[src/rtl/uart_tx_arbiter_pkg.sv]
// Shared configuration for the UART TX arbiter: FSM encoding, default
// end-of-line character and small index helpers.
package uart_tx_arbiter_pkg;

  typedef enum logic {
    ST_IDLE   = 1'b0,
    ST_LOCKED = 1'b1
  } arb_state_e;

  localparam logic [7:0] LOCK_CHAR_DEF = 8'h0A;
  localparam int         IDLE_CNT_W    = 16;
  localparam int         OWNER_W       = 3;
  localparam int         MAX_REQ       = 8;

  // Next requester index in round-robin order, wrapping n-1 -> 0.
  function automatic logic [OWNER_W-1:0] rr_next(input logic [OWNER_W-1:0] idx,
                                                 input int n);
    return (int'(idx) == n - 1) ? '0 : idx + 1'b1;
  endfunction

endpackage

[src/rtl/uart_tx_arbiter_rr_pick.sv]
// Combinational round-robin picker: first asserted request at or after
// 'start', wrapping past NUM_REQ-1 back to 0.
module rr_pick
  import uart_tx_arbiter_pkg::*;
#(
  parameter int NUM_REQ = 4
) (
  input  logic [NUM_REQ-1:0] req,
  input  logic [OWNER_W-1:0] start,
  output logic [OWNER_W-1:0] winner,
  output logic               found
);

  // Padded to the full index range so a 3-bit index is always in bounds.
  logic [MAX_REQ-1:0] req_pad;
  logic [OWNER_W-1:0] idx;

  assign req_pad = MAX_REQ'(req);

  // Walk NUM_REQ slots from start; the first hit wins.
  always_comb begin
    winner = '0;
    found  = 1'b0;
    idx    = start;
    for (int k = 0; k < NUM_REQ; k++) begin
      if (!found && req_pad[idx]) begin
        found  = 1'b1;
        winner = idx;
      end
      idx = rr_next(idx, NUM_REQ);
    end
  end

endmodule

[src/rtl/uart_tx_arbiter.sv]
// Line-locked arbiter in front of a UART TX FIFO. A requester keeps the
// grant until it writes LOCK_CHAR or stays idle for TIMEOUT cycles, so
// lines from different requesters never interleave.
module uart_tx_arbiter
  import uart_tx_arbiter_pkg::*;
#(
  parameter int         NUM_REQ   = 4,
  parameter logic [7:0] LOCK_CHAR = LOCK_CHAR_DEF,
  parameter int         TIMEOUT   = 255
) (
  input  logic                 clk,
  input  logic                 reset,
  input  logic [NUM_REQ-1:0]   req_valid,
  input  logic [NUM_REQ*8-1:0] req_byte,
  output logic [NUM_REQ-1:0]   req_ready,
  output logic [7:0]           tx_byte,
  output logic                 transmit,
  input  logic                 tx_fifo_full,
  output logic                 busy,
  output logic [OWNER_W-1:0]   owner
);

  // Release fires on the idle cycle that brings the counter up to TIMEOUT.
  localparam logic [IDLE_CNT_W-1:0] TIMEOUT_M1 = IDLE_CNT_W'(TIMEOUT - 1);

  arb_state_e              state, state_nxt;
  logic [IDLE_CNT_W-1:0]   idle_cnt;
  logic [MAX_REQ-1:0]      valid_pad;
  logic [MAX_REQ-1:0]      ready_pad;
  logic [7:0]              byte_pad [MAX_REQ];
  logic [OWNER_W-1:0]      rr_start;
  logic [OWNER_W-1:0]      rr_win;
  logic                    rr_found;
  logic                    own_valid;
  logic [7:0]              own_byte;
  logic                    xfer;
  logic                    lock_hit;
  logic                    timeout_hit;

  // Pad per-requester lanes to 8 so the owner index never leaves range.
  assign valid_pad = MAX_REQ'(req_valid);
  for (genvar i = 0; i < MAX_REQ; i++) begin : g_lane
    if (i < NUM_REQ) begin : g_on
      assign byte_pad[i] = req_byte[8*i +: 8];
    end else begin : g_off
      assign byte_pad[i] = 8'h00;
    end
  end

  assign own_valid   = valid_pad[owner];
  assign own_byte    = byte_pad[owner];
  assign xfer        = (state == ST_LOCKED) && own_valid && !tx_fifo_full;
  assign lock_hit    = xfer && (own_byte == LOCK_CHAR);
  // Mutually exclusive with xfer: only counts when the owner is not valid.
  assign timeout_hit = (state == ST_LOCKED) && !own_valid && (idle_cnt == TIMEOUT_M1);
  assign busy        = (state == ST_LOCKED);
  assign rr_start    = rr_next(owner, NUM_REQ);

  rr_pick #(.NUM_REQ(NUM_REQ)) u_rr_pick (
    .req    (req_valid),
    .start  (rr_start),
    .winner (rr_win),
    .found  (rr_found)
  );

  // FSM state register.
  always_ff @(posedge clk or posedge reset) begin
    if (reset) state <= ST_IDLE;
    else       state <= state_nxt;
  end

  // Next state plus the zero-latency handshake/datapath toward the FIFO.
  always_comb begin
    state_nxt = state;
    ready_pad = '0;
    transmit  = 1'b0;
    tx_byte   = 8'h00;
    case (state)
      ST_IDLE: begin
        if (rr_found) state_nxt = ST_LOCKED;
      end
      ST_LOCKED: begin
        ready_pad[owner] = !tx_fifo_full;
        transmit         = xfer;
        tx_byte          = own_byte;
        if (lock_hit || timeout_hit) state_nxt = ST_IDLE;
      end
      default: state_nxt = ST_IDLE;
    endcase
    req_ready = ready_pad[NUM_REQ-1:0];
  end

  // Grant capture and owner idle counter; a stalled-but-valid owner holds.
  always_ff @(posedge clk or posedge reset) begin
    if (reset) begin
      owner    <= OWNER_W'(NUM_REQ - 1);
      idle_cnt <= '0;
    end else if (state == ST_IDLE) begin
      if (rr_found) begin
        owner    <= rr_win;
        idle_cnt <= '0;
      end
    end else if (xfer) begin
      idle_cnt <= '0;
    end else if (!own_valid) begin
      idle_cnt <= idle_cnt + 1'b1;
    end
  end

endmodule

[config.mk]
export PLATFORM = sky130hd
export DESIGN_NAME = uart_tx_arbiter
export DESIGN_NICKNAME = d
export VERILOG_FILES = /design/src/rtl/uart_tx_arbiter_pkg.sv /design/src/rtl/uart_tx_arbiter_rr_pick.sv /design/src/rtl/uart_tx_arbiter.sv
export SDC_FILE = /design/constraint.sdc
export NUM_CORES = 1
export LEC_CHECK = 0
export CELL_PAD_IN_SITES_DETAIL_PLACEMENT = 0
export CELL_PAD_IN_SITES_GLOBAL_PLACEMENT = 1
export CORE_MARGIN = 5
export CORE_UTILIZATION = 37
export DETAILED_ROUTE_END_ITERATION = 16
export HOLD_SLACK_MARGIN = 0.1
export PLACE_DENSITY = 0.91
export SLEW_MARGIN = 20
export SYNTH_ARGS = -nofsm -noshare
export SYNTH_HDL_FRONTEND = slang
export SYNTH_SLANG_ARGS = --single-unit
[constraint.sdc]
create_clock -name clk -period 7.9 [get_ports clk]
set_clock_uncertainty 0.15 [all_clocks]
set_input_delay 1.58 -clock clk [delete_from_list [all_inputs] [get_ports clk]]
set_output_delay 1.58 -clock clk [all_outputs]
set_load 0.01 [all_outputs]
After elaboration in Yosys (flattened, before gate mapping)
Cells that the tools add are included.
- output and inout bits: 17
- register bits after elaboration: 20
- input port bits: 39
- order comparisons: 7
- bitwise logic cells: 3
- add/subtract/negate cells: 5
- reductions and logical operators: 18
- multiplexer cells: 37
- equal/unequal tests: 7
- operator list (kind ; count):
    2-to-1 mux 16 bit ; 4
    binary-select mux 8 bit (select 3 bit) ; 1
    2-to-1 mux 3 bit ; 8
    2-to-1 mux 8 bit ; 3
    < comparator 3 x 4 -> 1 bit, second input constant ; 5
    adder 16 x 1 -> 16 bit, second input constant ; 1
    equality test 16 x 8 -> 1 bit, second input constant ; 1
    binary-select mux 1 bit (select 3 bit) ; 5
    2-to-1 mux 1 bit ; 13
    adder 3 x 1 -> 3 bit, second input constant ; 4
    equality test 3 bit, second input constant ; 4
    logical AND 1 bit ; 9
    equality test 8 x 4 -> 1 bit, second input constant ; 1
    zero test 1 bit ; 5
    AND 4 bit ; 1
    greater-or-equal comparator 4 bit, second input constant ; 1
    2-to-1 mux 4 bit ; 1
    inverter 3 -> 4 bit ; 1
    AND reduction 2 bit ; 2
    demux 1 bit (select 3 bit) ; 1
    greater-or-equal comparator 3 x 1 -> 1 bit, second input constant ; 1
    inequality test 3 x 2 -> 1 bit, second input constant ; 1
    case mux 1 bit (2 select lines) ; 1
    nonzero test 2 bit ; 1
    other kinds (2) ; 2

Logic depth before layout (Yosys ltp)
- depth in word-level cells: 16
- gate-level depth with buffers: 12

Cells and area by module
A second synthesis with hierarchy kept.
- cells, all modules: 241
- area total of the unflattened synthesis: 2000.7 um^2
- by module, submodules not included (module ; cells each ; times used ; seq. area each (um^2) ; area an instance (um^2)):
    uart_tx_arbiter ; 179 ; 1 ; 503.0 ; 1567.8
    rr_pick ; 62 ; 1 ; 0.0 ; 432.9

Worst setup path after synthesis
Ideal clock, no wire load.
- path type: in2out
- start: input req_byte[26]
- end: output tx_byte[2]
- stages on the path: 3
- buffers on the path: 0
- setup slack: 3.814 ns
- data arrival time: 2.356 ns
- required time: 6.170 ns
- cell sequence: mux4_2 and2b_1 and2_1
- cells in the longest elaborated chain, start to end: 4
- RTL lines (element ; line ; text):
    start, declared ; uart_tx_arbiter.sv:14 ; input logic [NUM_REQ*8-1:0] req_byte,
    binary-select mux 8 bit (select 3 bit) ; uart_tx_arbiter.sv:51 ; assign own_byte = byte_pad[owner];
    2-to-1 mux 8 bit (not written as such) (2 in series) ; uart_tx_arbiter.sv:51 ;
    2-to-1 mux 8 bit ; uart_tx_arbiter.sv:78 ; case (state)
    end, declared ; uart_tx_arbiter.sv:16 ; output logic [7:0] tx_byte,
Every way passes these cells. The select of a mux whose other input is x is not followed.

Final worst setup path
- start: input req_valid[0]
- end: output transmit
- cells in the longest elaborated chain, start to end: 5
- RTL lines (element ; line ; text):
    start, declared ; uart_tx_arbiter.sv:13 ; input logic [NUM_REQ-1:0] req_valid,
    binary-select mux 1 bit (select 3 bit) ; uart_tx_arbiter.sv:50 ; assign own_valid = valid_pad[owner];
    2-to-1 mux 1 bit (not written as such) ; uart_tx_arbiter.sv:50 ;
    logical AND 1 bit (2 in series) ; uart_tx_arbiter.sv:52 ; assign xfer = (state == ST_LOCKED) && own_valid && !tx_fifo_full;
    2-to-1 mux 1 bit ; uart_tx_arbiter.sv:78 ;
    end, declared ; uart_tx_arbiter.sv:17 ; output logic transmit,
Every way passes these cells. The select of a mux whose other input is x is not followed.

==> results.md <==
- Post-CTS setup buffer count: 0
- CTS hold repair buffers: 0
- Delay of the slowest cell on the worst path: 530 ps
- Crit path DAT: 3350 ps
- Prevailing post-synth register cell: sky130_fd_sc_hd__dfrtp_1
- Top-level port count: 56
- Total setup violations reported at the end of the flow: 0
- Startpoint type of the worst setup path: input port
- Switching Share: 0.417
- Number of diodes: 0
- Gate count of the mapped netlist: 200
- Sequential Power Share: 0.231
- RePlAce Congestion: 0.868
- Global-route wire length before repair: around 8000 um
- Syn-to-layout area delta: 37.6%
- CTS-repair resized insts: 0
- Largest driver fanout on the critical path: 5
- Critical path data required time: 6170 ps
- Setup slack after layout: 2820 ps
- Register area: 503 sq um
- Sort of element at the end of the critical path: output port
- Headroom to the max-slew limit: 0.471
- Sum of negative setup slack: 0 ps
- Maximum number of pins on one net before global-route repair: 24
- Tot GR Track Use: 0.159
- Net count of the mapped netlist: 245
- Number of global-route vias before repair: 1756
- Sequential-to-total area share from yosys stat: 0.281
- Worst supply voltage drop on vdd: roughly 0.00013 V
- Number of antenna violations at the first check in global routing: 0
- Worst min-delay path class: reg2reg
- Final Max Slew Viols: 0
- Highest clock frequency the design can meet: roughly 200 MHz
- Crit path max-delay cell type: sky130_fd_sc_hd__mux4_2
- Number of max-cap violations: 0
- Share of total power in combinational logic: 0.628
- Worst setup slack after placement: 2810 ps
- Sink of the worst hold path: idle_cnt[15]$_DFFE_PP0P_
- Ratio of final minimum period to clock period: 0.643
- Total clock buffers created by CTS: 3
- Bufs on Longest Clock Path: 2
- Number of rows created at floorplan: 25
- Hold wc startpoint: idle_cnt[15]$_DFFE_PP0P_
- Setup repair after global routing missed its margin: false
- Count of warnings emitted by yosys: 0
- Post-layout total power: about 0.7 mW
- Sinks on Clock Net: 20
- Lkg Pwr: 0.967 nW
- Number of distinct library cells after synthesis: 50
- Total iterations of the first detailed-routing run: 5
- Die outline height: 79.6 um
- Clock transition at path regs: around 80 ps
- Share of the core filled with cells: 0.522
- Avg WL per Cell: about 15 um
- Via density per instance: 5.52
- Area occupied by multi-input gates: 0.00119 sq mm
- Slew of the pin with the lowest slew margin: 793 ps
- Mapped Avg Cell Area: 8.95 sq um
- Worst reg2reg setup slack: ~4200 ps
- Outcome: completed
- Share of cells above drive strength 1: 0.107
- Detailed-placement wirelength estimate: between 3000 and 4000 um
- Worst hold path depth: 3
- Max H-tree Level: 1
- Count of fill cells added during filler insertion: 445
- Power per standard cell area: between 200 and 300 mW/mm^2
- Share of synthesized flip-flops with an asynchronous set or reset: 1.00
- Filler-free cell count of the finished design: 320
- End of the worst register-to-register path: idle_cnt[2]$_DFFE_PP0P_
- Type of the worst setup path: in2out
- Number of DRC markers after the initial detailed-route iteration: 87
- Post-synthesis instance area: 0.00179 sq mm
- Worst flop-to-flop path startpoint: owner[0]$_DFFE_PP1P_
- Clock root cell: sky130_fd_sc_hd__clkbuf_8
- Switching component of the power: ~0.30 mW
- Count of flip-flops with a built-in enable after synthesis: 0
- Fin. Hold Viols: 0
- TritonCTS clock tree: built
- Internal: approximately 0.42 mW
- CP Buf/Inv Count: 3
- Net count, final: around 300
- Buffers on Ports: 55
- Remaining number of nets flagged by the antenna check after routing: 0
- Total grt overflow: 0
- Final routed wirelength across all metal layers: a little under 5000 um
- Core region area: 0.00472 sq mm
- Cell area reported after detailed placement: 0.00239 sq mm
- Most prevalent standard cell on the critical path: sky130_fd_sc_hd__clkdlybuf4s50_1
- Die width: 79.6 um
- Worst skew pair latency: 260 ps
- Count of unresolved DRC violations after routing: 0
- Cell family contributing the most delay on the critical path: buffers and inverters
- Final Cell Area: ~0.0025 sq mm
- Detailed-route via count: 1765
- Proportion of power drawn by the clock network: 0.142
- Total placed cells including tap cells: 316
- Cells traversed along the worst timing path: clkdlybuf4s50_1, mux4_2, nand2_1, inv_1, clkdlybuf4s50_1
- Area of the die: ~0.0063 sq mm
- Initial core utilization: 0.379
- Number of register bits inferred by synthesis: 20
- Hold slack: 425 ps
- Minimum clock period after layout: 5080 ps
- Count of cells along the worst register-to-register path: 9
synthesized netlist by cell type (all sizes together), types with 2 or more instances:
| master | instances | area [sq um] |
|---|---|---|
| nand2b | 2 | 12.5 |
| or3 | 3 | 18.8 |
| dfrtp | 18 | 450 |
| and3 | 4 | 25.0 |
| a31o | 3 | 26.3 |
| nand3 | 10 | 50.1 |
| nand4 | 6 | 37.5 |
| a211oi | 6 | 67.6 |
| nor2 | 12 | 45.0 |
| o21ai | 8 | 40.0 |
| mux2i | 5 | 50.1 |
| a31oi | 5 | 31.3 |
| inv | 18 | 67.6 |
| o22ai | 2 | 12.5 |
| nor4 | 5 | 37.5 |
| ha | 6 | 75.1 |
| a21o | 7 | 52.6 |
| nor2b | 3 | 21.3 |
| a21oi | 9 | 45.0 |
| nand2 | 11 | 41.3 |
| and2 | 10 | 62.6 |
| clkbuf | 2 | 7.51 |
| buf | 4 | 25.0 |
| nor4b | 2 | 17.5 |
| nor3 | 11 | 60.1 |
| and2b | 2 | 15.0 |
| dfstp | 2 | 52.6 |
| or2 | 2 | 12.5 |
| mux4 | 9 | 203 |
how the worst max path moves through the flow:
stage          depth (start not counted)         start         end
6_report                               5  req_valid[0]    transmit
5_1_grt                                5  req_valid[0]    transmit
4_1_cts                                5  req_valid[0]    transmit
3_5_place_dp                           5  req_valid[0]    transmit
3_3_place_gp                           5  req_valid[0]    transmit
2_1_floorplan                          3  req_byte[26]  tx_byte[2]
layout make-up:
class | count | share of cell area
Multi-Input combinational cell | 156 | 0.482
Timing Repair Buffer | 55 | 0.223
Sequential cell | 20 | 0.204
Tap cell | 67 | 0.0340
Inverter | 18 | 0.0274
Clock buffer | 3 | 0.0168
Clock inverter | 1 | 0.0122
per-layer routing:
layer	global-route usage	up-vias	part of all wire
met4	0.0292	0	0.0056
li1	-	859	-
met2	0.275	57	0.48
met1	0.214	847	0.44
met5	0	-	0
met3	0.0203	2	0.069
power by group through the flow:
stage / Clock [mW] / Combinational (mW) / Sequential, mW
after detailed placement: 0 / 0.452 / 0.169
after global routing: 0.108 / 0.497 / 0.172
after global placement: 0 / 0.450 / 0.168
after floorplan: 0 / 0.334 / 0.139
final: 0.102 / 0.451 / 0.166
after CTS: 0.104 / 0.453 / 0.167
cell usage in the layout, fill, tap and decap left out, drive strengths merged, types with 3 or more instances in the layout:
master,count
or3,3
mux2i,5
inv,18
a31o,3
dfrtp,18
nand2,11
o21ai,8
nand4,6
a31oi,5
a21oi,9
nor2b,3
mux4,9
and3,4
nor3,11
and2,10
clkdlybuf4s50,55
a211oi,6
ha,6
nor2,12
nand3,10
a21o,7
clkbuf,3
nor4,5
sequential cells by signal (all words and copies together), names as in the netlist:
| signal | count |
|---|---|
| owner | 3 |
| idle_cnt | 16 |
| busy | 1 |
worst register-to-register path, cell delays in order, from the launching register on:
cell and delay, ps:
sky130_fd_sc_hd__dfstp_2 880, sky130_fd_sc_hd__inv_1 180, sky130_fd_sc_hd__ha_1 480, sky130_fd_sc_hd__inv_1 180
sky130_fd_sc_hd__a2111oi_0 530, sky130_fd_sc_hd__a211oi_1 170, sky130_fd_sc_hd__nor3_2 380, sky130_fd_sc_hd__a21oi_1 300
sky130_fd_sc_hd__a21o_1 240, sky130_fd_sc_hd__a21oi_1 110
logic make-up after synthesis:
family | share of synthesized area
compound gates | 0.205
xor+xnor | 0.00489
fa+ha+maj | 0.0419
buf+inv | 0.0559
flops | 0.281
mux | 0.147
simple gates | 0.263
Power figures use the tool's default switching activity.
